File: src/rtl/iobus_uart_tx.sv
// rtl/iobus_uart_tx.sv - OTTER IOBUS memory-mapped UART transmitter, 8N1 LSB first
// Registers: +0 DATA (push), +4 STATUS (W1C overflow), +8 DIV (bit period).
module iobus_uart_tx #(
  parameter logic [31:0] BASE_ADDR   = 32'h1100_0100,
  parameter int          FIFO_DEPTH  = 8,
  parameter logic [15:0] DEFAULT_DIV = 16'd868
) (
  input  logic        CLK,
  input  logic        RST,
  input  logic [31:0] IOBUS_ADDR,
  input  logic [31:0] IOBUS_OUT,
  input  logic        IOBUS_WR,
  output logic [31:0] IOBUS_IN,
  output logic        TX,
  output logic        TX_BUSY
);

  localparam int AW = (FIFO_DEPTH > 1) ? $clog2(FIFO_DEPTH) : 1;
  localparam int CW = AW + 1;

  typedef enum logic [1:0] {S_IDLE, S_START, S_DATA, S_STOP} state_e;

  state_e        state_q, state_d;
  logic [15:0]   baud_q, baud_d;
  logic [2:0]    bit_cnt_q, bit_cnt_d;
  logic [7:0]    shift_q, shift_d;
  logic [15:0]   bit_div_q, bit_div_d;
  logic          tx_q, tx_d;

  logic [7:0]    mem_q [FIFO_DEPTH];
  logic [AW-1:0] wr_ptr_q, rd_ptr_q;
  logic [CW-1:0] count_q;
  logic          ovf_q;
  logic [15:0]   div_q;

  logic sel_data, sel_stat, sel_div;
  logic full, empty, push, pop, ovf_set, bit_end;
  logic [15:0] eff_div;
  logic unused_bits;

  assign sel_data = (IOBUS_ADDR == BASE_ADDR);
  assign sel_stat = (IOBUS_ADDR == BASE_ADDR + 32'd4);
  assign sel_div  = (IOBUS_ADDR == BASE_ADDR + 32'd8);

  assign full    = (count_q == CW'(FIFO_DEPTH));
  assign empty   = (count_q == '0);
  // Full is judged before the edge, so a same-edge pop never rescues a write into a full FIFO.
  assign push    = IOBUS_WR && sel_data && !full;
  assign ovf_set = IOBUS_WR && sel_data && full;
  assign eff_div = (div_q == 16'd0) ? 16'd1 : div_q;
  assign bit_end = (baud_q == bit_div_q - 16'd1);

  assign TX      = tx_q;
  assign TX_BUSY = (state_q != S_IDLE);
  assign unused_bits = ^IOBUS_OUT[31:16];

  always_comb begin
    IOBUS_IN = 32'd0;
    if (sel_stat)
      IOBUS_IN = {16'd0, 8'(count_q), 4'd0, ovf_q, TX_BUSY, empty, full};
    else if (sel_div)
      IOBUS_IN = {16'd0, div_q};
  end

  always_comb begin
    state_d   = state_q;
    baud_d    = baud_q;
    bit_cnt_d = bit_cnt_q;
    shift_d   = shift_q;
    bit_div_d = bit_div_q;
    pop       = 1'b0;
    case (state_q)
      S_IDLE: begin
        if (!empty) begin
          pop       = 1'b1;
          shift_d   = mem_q[rd_ptr_q];
          bit_div_d = eff_div;
          baud_d    = 16'd0;
          state_d   = S_START;
        end
      end
      S_START: begin
        if (bit_end) begin
          baud_d    = 16'd0;
          bit_cnt_d = 3'd0;
          state_d   = S_DATA;
        end else begin
          baud_d = baud_q + 16'd1;
        end
      end
      S_DATA: begin
        if (bit_end) begin
          baud_d = 16'd0;
          if (bit_cnt_q == 3'd7) begin
            state_d = S_STOP;
          end else begin
            shift_d   = {1'b0, shift_q[7:1]};
            bit_cnt_d = bit_cnt_q + 3'd1;
          end
        end else begin
          baud_d = baud_q + 16'd1;
        end
      end
      S_STOP: begin
        if (bit_end) begin
          baud_d = 16'd0;
          if (!empty) begin
            pop       = 1'b1;
            shift_d   = mem_q[rd_ptr_q];
            bit_div_d = eff_div;
            state_d   = S_START;
          end else begin
            state_d = S_IDLE;
          end
        end else begin
          baud_d = baud_q + 16'd1;
        end
      end
      default: state_d = S_IDLE;
    endcase

    // TX is registered from the next state so the line moves on the same edge as the FSM.
    case (state_d)
      S_START: tx_d = 1'b0;
      S_DATA:  tx_d = shift_d[0];
      default: tx_d = 1'b1;
    endcase
  end

  always_ff @(posedge CLK) begin
    if (push) mem_q[wr_ptr_q] <= IOBUS_OUT[7:0];
  end

  always_ff @(posedge CLK) begin
    if (RST) begin
      state_q   <= S_IDLE;
      baud_q    <= 16'd0;
      bit_cnt_q <= 3'd0;
      shift_q   <= 8'd0;
      bit_div_q <= 16'd1;
      tx_q      <= 1'b1;
      wr_ptr_q  <= '0;
      rd_ptr_q  <= '0;
      count_q   <= '0;
      ovf_q     <= 1'b0;
      div_q     <= DEFAULT_DIV;
    end else begin
      state_q   <= state_d;
      baud_q    <= baud_d;
      bit_cnt_q <= bit_cnt_d;
      shift_q   <= shift_d;
      bit_div_q <= bit_div_d;
      tx_q      <= tx_d;
      if (push) wr_ptr_q <= wr_ptr_q + AW'(1);
      if (pop)  rd_ptr_q <= rd_ptr_q + AW'(1);
      case ({push, pop})
        2'b10:   count_q <= count_q + CW'(1);
        2'b01:   count_q <= count_q - CW'(1);
        default: count_q <= count_q;
      endcase
      if (ovf_set)
        ovf_q <= 1'b1;
      else if (IOBUS_WR && sel_stat && IOBUS_OUT[3])
        ovf_q <= 1'b0;
      if (IOBUS_WR && sel_div) div_q <= IOBUS_OUT[15:0];
    end
  end

endmodule

File: config.mk
export PLATFORM = sky130hd
export DESIGN_NAME = iobus_uart_tx
export DESIGN_NICKNAME = d
export VERILOG_FILES = /design/src/rtl/iobus_uart_tx.sv
export SDC_FILE = /design/constraint.sdc
export NUM_CORES = 1
export LEC_CHECK = 0
export BUFFER_PORTS_ARGS = -buffer_cell sky130_fd_sc_hd__buf_2
export CAP_MARGIN = 20
export CELL_PAD_IN_SITES_DETAIL_PLACEMENT = 2
export CELL_PAD_IN_SITES_GLOBAL_PLACEMENT = 2
export CORE_ASPECT_RATIO = 1.2
export CORE_MARGIN = 5
export CORE_UTILIZATION = 40
export DETAILED_ROUTE_END_ITERATION = 12
export PLACE_DENSITY = 0.82
export RECOVER_POWER = 50
export SKIP_CTS_REPAIR_TIMING = 1
export SKIP_LAST_GASP = 1
export SLEW_MARGIN = 20
export SYNTH_ARGS = -nofsm -noshare
export SYNTH_HDL_FRONTEND = slang
export SYNTH_SLANG_ARGS = --single-unit
export TNS_END_PERCENT = 50
File: constraint.sdc
create_clock -name CLK -period 7.2 [get_ports CLK]
set_input_delay 0 -clock CLK [delete_from_list [all_inputs] [get_ports CLK]]
set_output_delay 0 -clock CLK [all_outputs]
set_load 0.05 [all_outputs]
* After elaboration in Yosys (flattened, before gate mapping)
Memories as Yosys holds them, arrays and structs flattened. A register that Yosys moved wholly into a read port is not among the register bits. Index checks and enable logic that the tools add are counted.
Operators by class: mux-type cells 36, equal/unequal tests 18, reductions and logical operators 20, add/sub/neg operators 7
Operator list (count):
- 16-bit two-way mux | 7
- 32-bit by 29-bit == test with 1-bit output, second input constant | 3
- 16-bit case mux with 2 select lines | 2
- 8-bit two-way mux | 4
- 8-bit case mux with 3 select lines | 1
- 16-bit by 1-bit adder with 16-bit output, second input constant | 1
- 16-bit == test | 1
- 16-bit zero test | 1
- 16-bit by 1-bit subtractor with 16-bit output, second input constant | 1
- 3-bit two-way mux | 5
- 2-bit two-way mux | 5
- 2-bit inequality test, second input constant | 5
- 2-bit nonzero test | 5
- 3-bit by 1-bit adder with 3-bit output, second input constant | 3
- 2-bit == test, second input constant | 4
- 2-bit case mux with 4 select lines | 1
- 4-bit case mux with 2 select lines | 1
- 4-bit AND reduction | 2
- 1-bit two-way mux | 7
- 2-bit by 1-bit == test with 1-bit output, second input constant | 3
- 1-bit logical AND | 6
- 3-bit case mux with 2 select lines | 1
- 4-bit by 1-bit adder with 4-bit output, second input constant | 1
- 4-bit == test, second input constant | 1
- other kinds (9) | 10
Word-level totals: register bits 73, memory bits (writable) 64, memories kept 1, output and inout bits 34
Memory list:
- mem_q | depth 8, bits a word 8, read ports 1, clocked after memory_dff 1, write ports 1, RTL line 30 | logic [7:0] mem_q [FIFO_DEPTH];

* Longest topological paths before layout
Gate-level depths: netlist of the first run.
depth after elaboration 6, depth in mapped cells 17, gate-level depth less buffers 16

* Least setup slack after synthesis of the first run
Ideal clock, no wire load.
path kind register -> register, start register bit_div_q[0], end register count_q[2], path buffers 1, setup slack 3.222 ns, cell stages (with the launch flop) 18, library setup time 0.070 ns, data arrival time 3.908 ns, path through dfxtp_1 > clkbuf_1 > inv_1 > ha_1 > or3b_2 > or4_4 > a21oi_2 > o221ai_2 > nor4_4 > a21oi_1 > nor3_1 > ha_1 > xor2_1 > ha_1 > a21oi_1 > xor2_1 > or3_1 > a21oi_1
Between the ends: cells in the longest elaborated chain, start to end 6, elaborated cells between the ends (all ways) 8
Ends and longest elaborated chain:
- from (decl) | RTL line 27 | logic [15:0] bit_div_q, bit_div_d;
- from (signal assigned) | RTL line 152 | bit_div_q <= bit_div_d;
- 16-bit by 1-bit subtractor with 16-bit output * | RTL line 51 | assign bit_end = (baud_q == bit_div_q - 16'd1);
- 16-bit == test * | RTL line 51
- 1-bit two-way mux * | RTL line 105 | if (bit_end) begin
- 1-bit case mux with 2 select lines * | RTL line 72 | case (state_q)
- named net pop | RTL line 37 | logic full, empty, push, pop, ovf_set, bit_end;
- 2-bit by 1-bit == test with 1-bit output or 2-bit == test (tied branches) | RTL line 156 | case ({push, pop})
- 4-bit case mux with 2 select lines or 2-bit nonzero test (tied branches)
- to (signal assigned) | RTL line 157 | 2'b10: count_q <= count_q + CW'(1);
- to (signal assigned) | RTL line 158 | 2'b01: count_q <= count_q - CW'(1);
- to (signal assigned) | RTL line 159 | default: count_q <= count_q;
- to (decl) | RTL line 32 | logic [CW-1:0] count_q;
The timed path passes the listed nets; every way through them passes the cells marked *. A chain may end at the register's enable or synchronous reset.

* Final worst setup path of the first run
start register bit_div_q[2], end register count_q[2]
The elaborated chain is that of the path after synthesis.

==> results.md, run 1 <==
CTS:
- The clock latency at the later pin of the worst-skew pair is between 400 and 500 ps.
- TritonCTS built the clock tree.
- The maximum count of clock buffers along a single path is 2.
- The master cell of the clock root buffer is sky130_fd_sc_hd__clkbuf_16.
- Buffers inserted during clock tree synthesis total 17.
- The level count of the clock H-tree is 4.
- The number of clock sinks seen by CTS is 140.
- The clock slew seen by the registers of the worst setup and hold paths is 70 ps.

Pwr:
- Dividing total power by cell area gives a power density of around 220 nW/um^2.
- The maximum vdd drop is ~0.00015 V.
- The analysis attributes to cell leakage a power of approximately 3 nW.

Worst setup path:
- The kind of critical path is register to register.
- The worst setup path is captured at a register.
- The worst-path cell with the longest stage delay is sky130_fd_sc_hd__or4_1.
- The slack of the worst reg-to-reg path is roughly 2200 ps.
- STA classifies the critical path startpoint as a register.
- The number of cells on the worst reg-to-reg path is 14.
- The beginning of the worst register-to-register path is bit_div_q[2].
- STA puts the critical path data required time at between 7000 and 8000 ps.
- Traced cell by cell, the critical path runs through or4_1 > nor4_1 > xnor2_1 > o211ai_1 > nor4_4 > a21oi_1 > nor3_1 > ha_1 > xor2_1 > ha_1 > a21oi_1 > xor2_1 > or3_1 > a21oi_1.
- The most numerous cell type found on the critical path is sky130_fd_sc_hd__a21oi_1.
- The signal arrival time at the worst endpoint is between 5000 and 6000 ps.
- The maximum single-stage delay on the critical path is between 700 and 800 ps.
- The endpoint identified for the worst register-to-register timing path is count_q[2].
- The biggest fanout along the worst timing path is 8.

Die:
- The floorplan step defined a die boundary enclosing roughly 20,000 um^2.
- The number of ports placed on the die boundary is between 100 and 150.
- Measured along the y axis, the die boundary spans about 160 um.
- The initial utilization of the core area, before any placement, comes to 0.403.
- The die is around 130 um wide.
- In this run the core area contains between 50 and 60 standard-cell rows.
- The region available for standard cell placement spans between 15,000 and 20,000 um^2.

Finish:
- The final cell utilization of the core is 0.473.
- The synthesis-to-layout area growth is 17.3%.
- Excluding fillers, the count of instances in the completed layout stands at 975.
- In the final layout, the share of cells above drive strength 1 is 0.156.
- The net count of the finished layout is 823.

STA:
- The number of failing hold endpoints at the final stage was 0.
- Clock skew on the completed layout was measured at roughly 14 ps.
- The final period utilization is 0.689.
- The setup total negative slack is 0 ps.
- Measured against its own limit, the worst slew margin works out to 0.332.
- The achievable frequency is 0.202 GHz.
- The minimum clock period after layout is approximately 5000 ps.
- At the pin with the least slew margin, the transition time is between 1000 and 1500 ps.
- The final max-slew violation count is 0.
- Setup violations remaining at the end of the flow were counted as 0.
- The final worst slack is 2240 ps.
- The worst hold slack is around 170 ps.
- Setup repair after global routing left no endpoint under its margin.

Placement:
- Detailed placement finished with a half-perimeter wire length of ~16 mm.
- Port buffering added slightly below 70 buffers.
- The placed cell count is 925.
- The routability congestion estimate is roughly 0.85.
- Prior to clock tree synthesis, the placed netlist has a worst setup slack of ~2400 ps.

Detailed routing:
- The DRC violation count after routing is 0.
- After detailed routing, the met3 layer carries around 600 um of wire.
- Routed signal wires occupy layers up through met4.
- Wire segments on met2 add up to around 13 mm in the final route.
- The routed wirelength normalized by instance count is roughly 24 um.
- The overall routed net length is 23.2 mm.
- Before antenna repair, the detailed router went through 5 iterations.
- The total vias in the final route is between 5,000 and 6,000.
- The detailed router put a total of 9.08 mm of wire on met1.
- The DRC violation total after the first TritonRoute iteration is approximately 270.
- Dividing the detail-routed via count by the number of cells gives about 5.9.
- The detail route stage leaves a number of antenna-violating nets equal to 0.

Outcome:
- The flow ran to the end, and the final reports show no timing, DRC or antenna violations.

Min path:
- The worst hold path terminates at ovf_q.
- The startpoint identified for the worst hold timing path is IOBUS_WR.
- The number of stages on the worst hold path is 5.
- The worst min-delay path class is input pin to register.

Logic synthesis:
- The number of flip-flops and latches in the synthesized netlist is between 100 and 150.
- The post-synthesis sequential area ratio is 0.490.
- The average size of a mapped cell is 10.6 um^2.
- The Yosys step of the flow raised 0 warnings.
- After synthesis the cells add up to 7030 um^2.
- Yosys mapped the design onto between 70 and 80 distinct sky130hd cell types.
- The cell count after synthesis came out at approximately 660.
- The fraction of synthesis flops using an asynchronous set or reset pin is 0.
- Counting flops with a built-in enable in the synthesized netlist gives 64.
- The most used flip-flop cell after synthesis is sky130_fd_sc_hd__dfxtp_1.

Global routing:
- The number of antenna violations at the first check in global routing was 1.
- The overall global routing resource usage is 0.228.
- Entering global routing, the biggest net connects between 60 and 70 pins.
- The wire length of the first global-routing pass is around 36 mm.
- The via count of the first global-routing pass is 6,337.
- The global route total overflow is 0.

Job:
- The number of max-capacitance violations reported is 0.
## worst max-delay path, delay by kind of cell (launching register included)
family / cells / cell delay, ps
and+or+nand+nor: 5 / 2440
xor gates and xnor gates: 3 / 620
DFF: 1 / 380
adders and majority gates: 2 / 580
AOI/OAI and AO/OA: 4 / 830
## metal layers
metal / vias to the layer above / track usage
li1: 2614 / -
met1: 2951 / 0.261
met2: 117 / 0.422
met3: 54 / 0.0409
met4: 0 / 0.0720
met5: - / 0
## cell families (layout without fill, tap and decap cells)
family | Yosys count | count (layout) | share of synthesized area
AND/OR/NAND/NOR | 241 | 241 | 0.181
flip-flops | 140 | 140 | 0.490
AO/OA/AOI/OAI | 133 | 133 | 0.135
buffers and inverters | 65 | 141 | 0.0454
multiplexers | 45 | 45 | 0.0932
XOR/XNOR | 23 | 23 | 0.0286
adder cells (fa/ha/maj) | 15 | 15 | 0.0267
other | 1 | 17 | 0.000533
## through the flow
| step | instance area, um^2 | total power [W] |
|---|---|---|
| global route | 8250 | 0.00185 |
| CTS | 8130 | 0.00179 |
| global placement | 7520 | 0.000894 |
| finish | 8250 | 0.00179 |
| detailed placement | 7520 | 0.000896 |
| floorplan | 7090 | 0.000880 |
## power breakdown
part / total [W] / switching, W / leakage (nW) / internal, W
registers: 0.000829 / 0.00000000000188 / 1.19 / 0.000829
clock network: 0.000902 / 0.000431 / 0.297 / 0.000471
logic: 0.0000577 / 0.0000408 / 1.50 / 0.0000169
total: 0.00179 / 0.000471 / 2.99 / 0.00132
## worst max-delay path by stage
| stage | startpoint | endpoint | slack, ps | cells after the start |
|---|---|---|---|---|
| floorplan | bit_div_q[0] | count_q[2] | 3220 | 17 |
| global placement | bit_div_q[2] | count_q[2] | 2700 | 14 |
| detailed placement | bit_div_q[2] | count_q[2] | 2370 | 14 |
| CTS | bit_div_q[2] | count_q[2] | 2320 | 14 |
| global route | bit_div_q[2] | count_q[2] | 2080 | 14 |
| finish | bit_div_q[2] | count_q[2] | 2240 | 14 |
## sequential cells by signal (all words and copies together) (netlist names), 2 cells and up, named ones only
register and count:
bit_cnt_q 3, div_q 16, rd_ptr_q 3, shift_q 8
count_q 4, mem_q 64, baud_q 16, wr_ptr_q 3
bit_div_q 16, state_q 2
## placed cells by master (no fill, tap or decap), types with 8 or more instances in the layout
| cell | n |
|---|---|
| sky130_fd_sc_hd__xnor2_1 | 13 |
| sky130_fd_sc_hd__clkbuf_1 | 27 |
| sky130_fd_sc_hd__dlygate4sd3_1 | 17 |
| sky130_fd_sc_hd__conb_1 | 16 |
| sky130_fd_sc_hd__inv_1 | 14 |
| sky130_fd_sc_hd__mux2i_1 | 25 |
| sky130_fd_sc_hd__o211ai_1 | 8 |
| sky130_fd_sc_hd__nand3_1 | 13 |
| sky130_fd_sc_hd__and2_1 | 14 |
| sky130_fd_sc_hd__a311oi_1 | 17 |
| sky130_fd_sc_hd__buf_2 | 44 |
| sky130_fd_sc_hd__xor2_1 | 10 |
| sky130_fd_sc_hd__edfxtp_1 | 64 |
| sky130_fd_sc_hd__nor2_1 | 44 |
| sky130_fd_sc_hd__ha_1 | 15 |
| sky130_fd_sc_hd__nor4_1 | 15 |
| sky130_fd_sc_hd__nand2b_1 | 13 |
| sky130_fd_sc_hd__mux4_2 | 16 |
| sky130_fd_sc_hd__nand2_1 | 71 |
| sky130_fd_sc_hd__nor3_1 | 15 |
| sky130_fd_sc_hd__dfxtp_1 | 76 |
| sky130_fd_sc_hd__o21ai_0 | 12 |
| sky130_fd_sc_hd__a21oi_1 | 44 |
| sky130_fd_sc_hd__a22o_1 | 8 |
| sky130_fd_sc_hd__clkbuf_16 | 17 |
## synthesized netlist by cell type (6+ instances only)
| library cell | count | area [um^2] |
|---|---|---|
| sky130_fd_sc_hd__dfxtp_1 | 76 | 1520 |
| sky130_fd_sc_hd__nand2_1 | 71 | 267 |
| sky130_fd_sc_hd__edfxtp_1 | 64 | 1920 |
| sky130_fd_sc_hd__a21oi_1 | 44 | 220 |
| sky130_fd_sc_hd__nor2_1 | 44 | 165 |
| sky130_fd_sc_hd__clkbuf_1 | 25 | 93.8 |
| sky130_fd_sc_hd__mux2i_1 | 25 | 250 |
| sky130_fd_sc_hd__a311oi_1 | 17 | 149 |
| sky130_fd_sc_hd__buf_4 | 16 | 120 |
| sky130_fd_sc_hd__mux4_2 | 16 | 360 |
| sky130_fd_sc_hd__nor4_1 | 16 | 100 |
| sky130_fd_sc_hd__ha_1 | 15 | 188 |
| sky130_fd_sc_hd__nor3_1 | 15 | 75.1 |
| sky130_fd_sc_hd__and2_1 | 14 | 87.6 |
| sky130_fd_sc_hd__inv_1 | 14 | 52.6 |
| sky130_fd_sc_hd__nand2b_1 | 13 | 81.3 |
| sky130_fd_sc_hd__nand3_1 | 13 | 65.1 |
| sky130_fd_sc_hd__xnor2_1 | 13 | 114 |
| sky130_fd_sc_hd__o21ai_0 | 12 | 60.1 |
| sky130_fd_sc_hd__xor2_1 | 10 | 87.6 |
| sky130_fd_sc_hd__a22o_1 | 8 | 70.1 |
| sky130_fd_sc_hd__o211ai_1 | 8 | 60.1 |
| sky130_fd_sc_hd__and3_1 | 7 | 43.8 |
| sky130_fd_sc_hd__a31oi_1 | 6 | 37.5 |
| sky130_fd_sc_hd__buf_2 | 6 | 30.0 |
| sky130_fd_sc_hd__o31ai_1 | 6 | 45.0 |
| sky130_fd_sc_hd__or3_1 | 6 | 37.5 |
## final cells by class
type                            instances  area, um^2
Clock inverter                         15         179
Antenna cell                            1        2.50
Multi-Input combinational cell        473        3330
Sequential cell                       140        3440
Inverter                               15        56.3
Timing Repair Buffer                   94         537
Fill cell                            1781        9190
Tap cell                              220         275
Clock buffer                           17         425
Note: power is estimated with default switching activity, not from simulation.
==> run 2, diff against run 1 <==
CORE_UTILIZATION = 37   (was 40)
PLACE_DENSITY = 0.77   (was 0.82)
clock period = 5 ns   (was 7.2 ns; I/O delays follow)
==> run 2 against run 1 <==
Effect of this change:
- the run now ends with hold timing left
- final area up 0.47%
- flip-flop and latch count unchanged
- clock power up 44%
==> results.md, run 2 (synthesized netlist as in run 1, its figures left out) <==
Finish:
- The fraction of final layout cells sized beyond drive strength 1 is 0.157 (+0.000208).
- The number of antenna diodes is 0 (-1).
- The library cell used most frequently in the layout, excluding fill and tap cells, is sky130_fd_sc_hd__dfxtp_1.
- The cell area after layout is 8290 um^2 (+0.47%).
- From synthesis to final layout, the design area changed by 17.9%.
- The final layout net count is 822 (-0.12%).
- The count of placed standard cells in the final layout, fillers left out is 1,009 (+3.5%).
- The register with the most flip-flops in the final layout is mem_q.
- The flip-flop count of the largest register after layout is 64 (unchanged).
- Leaving out fill and tap cells, the most frequent cells in the layout are 76 x sky130_fd_sc_hd__dfxtp_1, 71 x sky130_fd_sc_hd__nand2_1, 64 x sky130_fd_sc_hd__edfxtp_1.

STA:
- The actual slew at the worst max-slew pin came to 1000 ps (+2.37 ps).
- The setup total negative slack is 0 ps (unchanged).
- Setup repair after global routing left no endpoint under its margin.
- The achievable frequency is 0.214 GHz (+6.2%).
- The final period utilization is 0.933 (+0.245).
- The worst hold slack was -62.4 ps (-237 ps).
- The final max-slew violation count is 0 (unchanged).
- The number of failing hold endpoints at the final stage is 1 (+1).
- The final setup violation count is 0 (unchanged).
- The final setup skew is 10.0 ps (-3.87 ps).
- The final worst slack is 333 ps (-1910 ps).
- The remaining max-slew budget at the tightest pin was 0.331 (-0.00158).
- The minimum clock period after layout came to 4670 ps (-291 ps).

Placement:
- The count of input and output buffers is 68 (unchanged).
- The routability congestion estimate is 0.812 (-4.4%).
- The post-place setup slack is 334 ps (-2030 ps).
- The post-DP HPWL is 15.6 mm (about the same).
- The standard cell area after detailed placement is 7570 um^2 (+0.60%).
- The placed cell count is 961 (+3.9%).

Die:
- The area of the die is 21,900 um^2 (+7.5%).
- The initial core utilization was 0.374 (-0.0289).
- The number of ports placed on the die boundary came to 101 (unchanged).
- The core outline area was 18,800 um^2 (+7.7%).
- The width of the die is 136 um (+3.7%).
- The vertical die dimension is 161 um (+3.7%).
- The cell row count is 55 (+3.8%).

CTS:
- The number of clock sinks seen by CTS is 140 (unchanged).
- The CTS tree is yes.
- The master cell of the clock root buffer is sky130_fd_sc_hd__clkbuf_16.
- The number of buffers created by CTS was 17 (unchanged).
- The clock slew seen by the registers of the worst setup and hold paths came to 70 ps (about the same).
- The clock latency at the later pin of the worst-skew pair is 430 ps (about the same).
- The maximum count of clock buffers along a single path is 2 (unchanged).
- The level count of the clock H-tree is 4 (unchanged).

Job:
- The number of max-capacitance violations reported is 0 (unchanged).

Worst setup path:
- The signal on the critical path passes through inv_1 > ha_1 > or3b_2 > or4_4 > a21oi_2 > o221ai_2 > nor4_4 > a21oi_1 > nor3_2 > ha_1 > xor2_1 > ha_1 > a21oi_1 > xor2_1 > or3_1 > a21oi_1.
- The critical path launch point type is a register.
- The required time reported for the critical path endpoint is 5360 ps (-2190 ps).
- The category of the worst setup path capture point is a register.
- The biggest fanout along the worst timing path is 7 (-1).
- The kind of cell with the highest combined delay on the critical path is simple AND/OR/NAND/NOR gates.
- The signal arrival time at the worst endpoint is 5030 ps (-280 ps).
- The critical path is of the register to register type.
- The worst-path cell with the longest stage delay is sky130_fd_sc_hd__or3b_2.
- The maximum single-stage delay on the critical path is 530 ps (-180 ps).
- The number of buffer and inverter stages on the critical path was 1 (+1).

Global routing:
- The global route total overflow is 0 (unchanged).
- The wire length of the first global-routing pass was 35.5 mm (about the same).
- The pin count of the biggest net entering global routing is 69 (unchanged).
- The via count of the first global-routing pass is 6,413 (+1.2%).
- The number of antenna violations at the first check in global routing was 0 (-1).
- The overall global routing resource usage came to 0.208 (-0.0196).

Detailed routing:
- The total vias in the final route is 5,650 (-1.5%).
- The DRC violation count after routing was 0 (unchanged).
- The number of vias per cell was 5.60 (-4.8%).
- The first-pass detailed-route iteration total was 4 (-1).
- The number of nets still failing antenna checks after routing came to 0 (unchanged).
- The overall routed net length is 22.4 mm (-3.5%).
- The routed wirelength normalized by instance count is 22.2 um (-6.8%).
- The DRC violation total after the first TritonRoute iteration came to 326 (+22%).

Outcome:
- The checks that failed: hold timing.
- The flow ran to the end, but the final reports show violations.

Pwr:
- The maximum vdd drop is 0.000237 V (+54%).
- The total power is 0.00257 W (+44%).
- The reported leakage power is 2.98 nW (about the same).
- The power density relative to cell area is 310 nW/um^2 (+43%).

Min path:
- The worst hold path belongs to the class input pin to register.
[run 2: path summary, 6_finish.rpt]
check | startpoint | endpoint | slack (ps) | cells past startpoint
hold reg to reg | div_q[7] | div_q[7] | 510 | 2
hold / removal | IOBUS_ADDR[2] | ovf_q | -60 | 4
setup reg to reg | bit_div_q[0] | count_q[2] | 330 | 16
setup / recovery | bit_div_q[0] | count_q[2] | 330 | 16
[run 2: cell type report]
cell class              count  area (um^2)
flip-flops and latches    140         3440
well taps                 256          320
fillers                  1960        10500
clock buffers              17          425
clock inverters            15          184
multi-input cells         473         3340
repair buffers             93          523
inverters                  15         56.3
[run 2: stage by stage]
step	hold WS, ps	utilization
after floorplan	98.9	-
after global placement	215	0.403
after detailed placement	224	0.403
after CTS	-234	0.435
after global routing	1.89	0.441
final	-62.4	0.441
[run 2: where the power goes]
| group | switching (W) | internal [W] | leakage (nW) |
|---|---|---|---|
| sequential | 0.00000000000280 | 0.00119 | 1.19 |
| combinational | 0.0000561 | 0.0000237 | 1.50 |
| clock | 0.000615 | 0.000681 | 0.298 |
| total | 0.000671 | 0.00190 | 2.98 |
[run 2: metal layers]
layer  part of all wire  track usage  vias to the layer above
met1               0.40        0.243                     2879
met5                  0            0                        -
met2               0.54        0.378                      126
met3              0.041       0.0414                       31
li1                   -            -                     2614
met4              0.018       0.0710                        0
[run 2: worst register-to-register path: stages (launching register included)]
cell and delay [ps]:
sky130_fd_sc_hd__dfxtp_1 390, sky130_fd_sc_hd__inv_1 110, sky130_fd_sc_hd__ha_1 340, sky130_fd_sc_hd__or3b_2 530, sky130_fd_sc_hd__or4_4 500, sky130_fd_sc_hd__a21oi_2 210, sky130_fd_sc_hd__o221ai_2 220, sky130_fd_sc_hd__nor4_4 360
sky130_fd_sc_hd__a21oi_1 250, sky130_fd_sc_hd__nor3_2 360, sky130_fd_sc_hd__ha_1 340, sky130_fd_sc_hd__xor2_1 170, sky130_fd_sc_hd__ha_1 160, sky130_fd_sc_hd__a21oi_1 50, sky130_fd_sc_hd__xor2_1 170, sky130_fd_sc_hd__or3_1 320
sky130_fd_sc_hd__a21oi_1 140
